[config.mk]
export PLATFORM = sky130hd
export DESIGN_NAME = uart_frame_rx
export DESIGN_NICKNAME = d
export VERILOG_FILES = /design/src/rtl/uart_pkg.sv /design/src/rtl/uart_frame_timeout.sv /design/src/rtl/uart_frame_rx.sv
export SDC_FILE = /design/constraint.sdc
export NUM_CORES = 1
export LEC_CHECK = 0
export CAP_MARGIN = 20
export CELL_PAD_IN_SITES_DETAIL_PLACEMENT = 2
export CELL_PAD_IN_SITES_GLOBAL_PLACEMENT = 2
export CORE_ASPECT_RATIO = 0.5
export CORE_MARGIN = 8
export CORE_UTILIZATION = 37
export CTS_CLUSTER_DIAMETER = 150
export DETAILED_ROUTE_END_ITERATION = 8
export MAX_ROUTING_LAYER = met4
export PLACE_DENSITY_LB_ADDON = 0.1
export SLEW_MARGIN = 5
export SYNTH_ARGS = -nofsm -noshare
export SYNTH_HDL_FRONTEND = slang
export SYNTH_SLANG_ARGS = --single-unit
[constraint.sdc]
create_clock -name iClk -period 5.95 [get_ports iClk]
set_clock_uncertainty 0.2 [all_clocks]
set_input_delay 0.8925 -clock iClk [delete_from_list [all_inputs] [get_ports iClk]]
set_output_delay 0.8925 -clock iClk [all_outputs]
set_load 0.05 [all_outputs]
[src/rtl/uart_pkg.sv]
// Shared types and constants for the UART byte-stream deframer family.
package uart_pkg;

    // Deframer state encoding.
    typedef enum logic [1:0] {
        s_HUNT    = 2'd0,
        s_LEN     = 2'd1,
        s_PAYLOAD = 2'd2,
        s_CHK     = 2'd3
    } frame_state_t;

    // One-cycle frame outcome pulses; at most one bit is set at a time.
    typedef struct packed {
        logic frame_valid;
        logic chk_err;
        logic len_err;
        logic timeout_err;
    } frame_evt_t;

    localparam logic [7:0]  SYNC_BYTE_DEF      = 8'hA5;
    localparam int unsigned CLK_FREQ           = 125_000_000;
    localparam int unsigned BAUD_RATE          = 115_200;
    localparam int unsigned NBYTES_DEF         = 12;
    // Roughly four byte times at CLK_FREQ / BAUD_RATE.
    localparam int unsigned TIMEOUT_CYCLES_DEF = 43_400;

    // MSB position of payload slot i in an nbytes-wide word; slot 0 sits at the top.
    function automatic int unsigned slot_msb(input int unsigned nbytes, input int unsigned i);
        return (nbytes - i) * 8 - 1;
    endfunction

endpackage

[src/rtl/uart_frame_timeout.sv]
// Inter-byte watchdog: counts idle cycles while enabled, clears on activity,
// flags expiry on the cycle the count would reach LIMIT-1.
module uart_frame_timeout
    import uart_pkg::*;
#(
    parameter int unsigned LIMIT = TIMEOUT_CYCLES_DEF
) (
    input  logic clk,
    input  logic rst,
    input  logic en,
    input  logic clr,
    output logic expire_c
);

    localparam int unsigned CW = (LIMIT > 2) ? $clog2(LIMIT) : 1;

    logic [CW-1:0] count_q;
    logic [CW-1:0] count_d;

    // Expiry and next count; activity or expiry restarts the count from zero.
    always_comb begin
        expire_c = 1'b0;
        count_d  = count_q + CW'(1);
        if (en && !clr && (count_q == CW'(LIMIT - 2))) begin
            expire_c = 1'b1;
        end
        if (!en || clr || expire_c) begin
            count_d = '0;
        end
    end

    // Counter register.
    always_ff @(posedge clk) begin
        if (rst) begin
            count_q <= '0;
        end else begin
            count_q <= count_d;
        end
    end

endmodule

[src/rtl/uart_frame_rx.sv]
// Byte-stream deframer: hunts for SYNC, captures a length-prefixed payload,
// verifies an XOR checksum and publishes the payload as one parallel word.
module uart_frame_rx
    import uart_pkg::*;
#(
    parameter int unsigned NBYTES         = NBYTES_DEF,
    parameter logic [7:0]  SYNC_BYTE      = SYNC_BYTE_DEF,
    parameter int unsigned TIMEOUT_CYCLES = TIMEOUT_CYCLES_DEF
) (
    input  logic                          iClk,
    input  logic                          iRst,
    input  logic [7:0]                    iRxByte,
    input  logic                          iRxDone,
    output logic [NBYTES*8-1:0]           oPayload,
    output logic [$clog2(NBYTES+1)-1:0]   oLen,
    output logic                          oFrameValid,
    output logic                          oChkErr,
    output logic                          oLenErr,
    output logic                          oTimeoutErr
);

    localparam int unsigned LW = $clog2(NBYTES + 1);
    localparam int unsigned PW = NBYTES * 8;

    frame_state_t state_q, state_d;
    logic [PW-1:0] buf_q, buf_d;
    logic [LW-1:0] cnt_q, cnt_d;
    logic [LW-1:0] len_q, len_d;
    logic [7:0]    chk_q, chk_d;
    logic [PW-1:0] payload_q, payload_d;
    logic [LW-1:0] olen_q, olen_d;
    frame_evt_t    evt_q, evt_d;

    logic tmo_en_c;
    logic tmo_expire_c;

    assign tmo_en_c = (state_q != s_HUNT);

    uart_frame_timeout #(
        .LIMIT (TIMEOUT_CYCLES)
    ) u_timeout (
        .clk      (iClk),
        .rst      (iRst),
        .en       (tmo_en_c),
        .clr      (iRxDone),
        .expire_c (tmo_expire_c)
    );

    // Next-state, working-buffer and output-pulse logic.
    always_comb begin
        state_d   = state_q;
        buf_d     = buf_q;
        cnt_d     = cnt_q;
        len_d     = len_q;
        chk_d     = chk_q;
        payload_d = payload_q;
        olen_d    = olen_q;
        evt_d     = '0;

        unique case (state_q)
            s_HUNT: begin
                if (iRxDone && (iRxByte == SYNC_BYTE)) begin
                    state_d = s_LEN;
                    buf_d   = '0;
                    chk_d   = '0;
                    cnt_d   = '0;
                end
            end

            s_LEN: begin
                if (iRxDone) begin
                    // Range check on the full byte so large values cannot alias into range.
                    if ((iRxByte == 8'd0) || (iRxByte > 8'(NBYTES))) begin
                        evt_d.len_err = 1'b1;
                        state_d       = s_HUNT;
                    end else begin
                        len_d   = LW'(iRxByte);
                        chk_d   = iRxByte;
                        state_d = s_PAYLOAD;
                    end
                end
            end

            s_PAYLOAD: begin
                if (iRxDone) begin
                    for (int unsigned i = 0; i < NBYTES; i++) begin
                        if (cnt_q == LW'(i)) begin
                            buf_d[slot_msb(NBYTES, i) -: 8] = iRxByte;
                        end
                    end
                    chk_d = chk_q ^ iRxByte;
                    cnt_d = cnt_q + LW'(1);
                    if (cnt_q == (len_q - LW'(1))) begin
                        state_d = s_CHK;
                    end
                end
            end

            s_CHK: begin
                if (iRxDone) begin
                    if (iRxByte == chk_q) begin
                        payload_d         = buf_q;
                        olen_d            = len_q;
                        evt_d.frame_valid = 1'b1;
                    end else begin
                        evt_d.chk_err = 1'b1;
                    end
                    state_d = s_HUNT;
                end
            end

            default: begin
                state_d = s_HUNT;
            end
        endcase

        // Expiry only fires on strobe-free cycles, so it never collides with a byte.
        if (tmo_expire_c) begin
            evt_d             = '0;
            evt_d.timeout_err = 1'b1;
            state_d           = s_HUNT;
        end
    end

    // State, working registers and registered outputs.
    always_ff @(posedge iClk) begin
        if (iRst) begin
            state_q   <= s_HUNT;
            buf_q     <= '0;
            cnt_q     <= '0;
            len_q     <= '0;
            chk_q     <= '0;
            payload_q <= '0;
            olen_q    <= '0;
            evt_q     <= '0;
        end else begin
            state_q   <= state_d;
            buf_q     <= buf_d;
            cnt_q     <= cnt_d;
            len_q     <= len_d;
            chk_q     <= chk_d;
            payload_q <= payload_d;
            olen_q    <= olen_d;
            evt_q     <= evt_d;
        end
    end

    assign oPayload    = payload_q;
    assign oLen        = olen_q;
    assign oFrameValid = evt_q.frame_valid;
    assign oChkErr     = evt_q.chk_err;
    assign oLenErr     = evt_q.len_err;
    assign oTimeoutErr = evt_q.timeout_err;

endmodule

==> Implementation_results.wiki <==
{| class="wikitable"
! Metric !! Value
|-
| Result of the run || complete, no violations
|-
| Die Wd || around 230 µm
|-
| Fin. Hold Viols || 0
|-
| Leading cell types by total area after synthesis || sky130_fd_sc_hd__dfxtp_1, sky130_fd_sc_hd__mux2i_1, sky130_fd_sc_hd__nand3_1
|-
| Top-area cell type share of the netlist area || 53.0%
|-
| Via count of the routed design || 6,954
|-
| CP max stage delay || 0.69 ns
|-
| Setup_tns || 0 ns
|-
| Violation count after the first detailed-route iteration || 377
|-
| Overall fraction of global-route tracks in use || 17.8%
|-
| F_max || between 300 and 400 MHz
|-
| Average vias per placed instance || ~5.2
|-
| Cts hold-fix bufs || 0
|-
| Arrival time at the worst endpoint || 3.35 ns
|-
| Total Die Area || 29,400 µm²
|-
| Number of levels the H-tree was split into || 1
|-
| Detailed-route wire length || roughly 26 mm
|-
| Power density normalized to cell area || slightly below 300 nW/µm²
|-
| Synth Flop Type || sky130_fd_sc_hd__dfxtp_1
|-
| TritonCTS clock tree || yes
|-
| Routed length per instance || 19.6 µm
|-
| Register area share after synthesis || between 50 and 60%
|-
| Clk Latency, worst-skew pair || 0.52 ns
|-
| Global route total overflow || 0
|-
| Clock-pin slew of the registers on the worst-case setup and hold paths || around 0.070 ns
|-
| Overall power after layout || 0.00326 W
|-
| Final setup violating endpoints || 0
|-
| Total clock sinks || 234
|-
| Final core utilization || 46.2%
|-
| Number of I/O port buffers || 114
|-
| Netlist Area Pre-Place || 8840 µm²
|-
| Unrepaired setup endpoints after global routing || no
|-
| I/O pin count || 115
|-
| Number of antenna violations at the first check in global routing || 0
|-
| Number of rows in the core area || 40
|-
| Fraction of registers with async set or reset after synthesis || 0%
|-
| Clock root buffer master || sky130_fd_sc_hd__clkbuf_16
|-
| Post-Place Worst Slack || 2.36 ns
|-
| Least-Margin Pin Slew || 0.979 ns
|-
| Most frequent cells in the layout || sky130_fd_sc_hd__dfxtp_1, sky130_fd_sc_hd__nor2_1, sky130_fd_sc_hd__nand3_1
|-
| Net count of the finished layout || approximately 1,000
|-
| Cell accounting for the most synthesized area || sky130_fd_sc_hd__dfxtp_1
|-
| Period utilization || 53.6%
|-
| Synthesized net count || 957
|-
| Max Cap Viol || 0
|-
| Setup Buffers After CTS || 0
|-
| Number of nets still failing antenna checks after routing || 0
|-
| Final Critical Period || 3.19 ns
|-
| Per-instance average area after synthesis || 9.47 µm²
|-
| Largest net degree at the start of global routing || 102
|-
| Number of instances resized during post-cts repair || 0
|-
| GPL Wtd Cong || 0.757
|-
| Cells along the critical path || clkdlybuf4s50_1 > xnor2_1 > nand4_1 > nor3_2 > buf_12 > mux2i_1 > nor2_1
|-
| Count of unique library cells instantiated by Yosys || 46
|-
| Leakage Power || 3.62 nW
|-
| Bufs on Longest Clock Path || 3
|-
| Total iterations of the first detailed-routing run || 4
|-
| Die height || 125 µm
|-
| Area of the placeable core || 23,700 µm²
|-
| Max-slew headroom || between 30% and 40%
|-
| Peak fanout along the critical path || 101
|-
| Number of enable flip-flop cells after synthesis || 0
|-
| PnR worst setup slack || 2.76 ns
|-
| Warnings from Yosys || 0
|-
| Class of the most critical setup path || in2reg
|-
| Type of origin of the critical path || input port
|-
| Max rail drop VDD || 140 µV
|-
| Post-synthesis to final-layout area growth || 23.8%
|-
| Kind of capture point of the worst setup path || flip-flop
|-
| Ratio of cells with drive above 1 in the final layout || 4.89%
|-
| Commonest non-fill, non-tap cell in the layout || sky130_fd_sc_hd__dfxtp_1
|-
| Number of storage elements in the synthesis netlist || between 200 and 250
|-
| Effective utilization at floorplan || 37.3%
|-
| Pins Over Slew Limit || 0
|-
| Number of global-route vias before repair || 7,621
|-
| Class of the worst hold path || reg2reg
|-
| Cell type of the slowest stage on the worst timing path || sky130_fd_sc_hd__clkdlybuf4s50_1
|-
| HPWL Detailed || 16.7 mm
|-
| DRC violation count after routing || 0
|-
| Wire length of the first global-routing pass || 42.1 mm
|-
| TritonCTS Buffers || 23
|-
| Required time reported for the critical path endpoint || 6.11 ns
|-
| Number of cells produced by synthesis || 934
|-
| Antenna fix cells || 0
|}
[cells in the mapped netlist, types with 11 or more instances]
cell type / count
sky130_fd_sc_hd__dfxtp_1: 234
sky130_fd_sc_hd__nor2_1: 135
sky130_fd_sc_hd__nand3_1: 118
sky130_fd_sc_hd__o21ai_0: 107
sky130_fd_sc_hd__mux2i_1: 105
sky130_fd_sc_hd__clkbuf_1: 41
sky130_fd_sc_hd__nand2_1: 36
sky130_fd_sc_hd__xnor2_1: 20
sky130_fd_sc_hd__buf_2: 12
sky130_fd_sc_hd__buf_4: 12
sky130_fd_sc_hd__ha_1: 12
sky130_fd_sc_hd__a21oi_1: 11
sky130_fd_sc_hd__inv_1: 11
[stage by stage]
step / area (µm²) / hold WS [ns] / cells
floorplan: 8840 / 0.230 / 934
global placement: 10100 / 0.241 / 1296
detailed placement: 10100 / 0.267 / 1296
CTS: 11000 / 0.281 / 1338
global route: 11000 / 0.300 / 1338
finish: 11000 / 0.276 / 1338
[critical path: cells and delay by family]
kind	cells	cell delay (ns)
xor gates and xnor gates	1	0.19
buffers and inverters	2	1.19
muxes	1	0.34
and+or+nand+nor	3	0.54
[final cells by class]
| cell class | instances | area, µm² |
|---|---|---|
| Fill cell | 2502 | 12800 |
| Inverter | 11 | 41.3 |
| Timing Repair Buffer | 118 | 1190 |
| Tap cell | 315 | 394 |
| Multi-Input combinational cell | 618 | 3790 |
| Clock buffer | 32 | 639 |
| Sequential cell | 234 | 4680 |
| Clock inverter | 10 | 208 |
[sequential cells by signal (all words and copies together), names as in the netlist, named ones only]
| signal | cells |
|---|---|
| len_q | 4 |
| oChkErr | 1 |
| oPayload | 96 |
| buf_q | 96 |
| chk_q | 8 |
| u_timeout.count_q | 16 |
| oFrameValid | 1 |
| oTimeoutErr | 1 |
| oLenErr | 1 |
| state_q | 1 |
| oLen | 4 |
| cnt_q | 4 |
[layer usage]
metal	track usage (%)	part of all wire (%)	wire length, µm	up-vias
met5	-	0	0	-
met1	21.9	47	12300	3505
met4	2.78	1.3	354	0
met2	30.8	49	12900	62
met3	3.38	2.7	704	34
li1	-	-	-	3353
[final timing paths]
check / startpoint / end / slack, ns / depth (start not counted)
max: iRxByte[2] / oPayload[31] / 2.76 / 7
min: chk_q[5] / chk_q[5] / 0.28 / 2
max reg2reg: state_q[0] / buf_q[76] / 2.81 / 6
min reg2reg: chk_q[5] / chk_q[5] / 0.28 / 2
[cell families after synthesis]
| kind of cell | after synthesis | share of synthesized area [%] |
|---|---|---|
| simple gates | 341 | 18.2 |
| flops | 234 | 53.0 |
| compound gates | 131 | 8.04 |
| mux | 105 | 11.9 |
| buf+inv | 82 | 4.34 |
| xor+xnor | 29 | 2.87 |
| fa+ha+maj | 12 | 1.70 |
[power breakdown]
part / internal, W / switching [W]
sequential: 0.00157 / 0.0000000333
combinational: 0.0000127 / 0.0000403
clock: 0.00101 / 0.000627
total: 0.00259 / 0.000667
(Power assumes the default switching activity.)
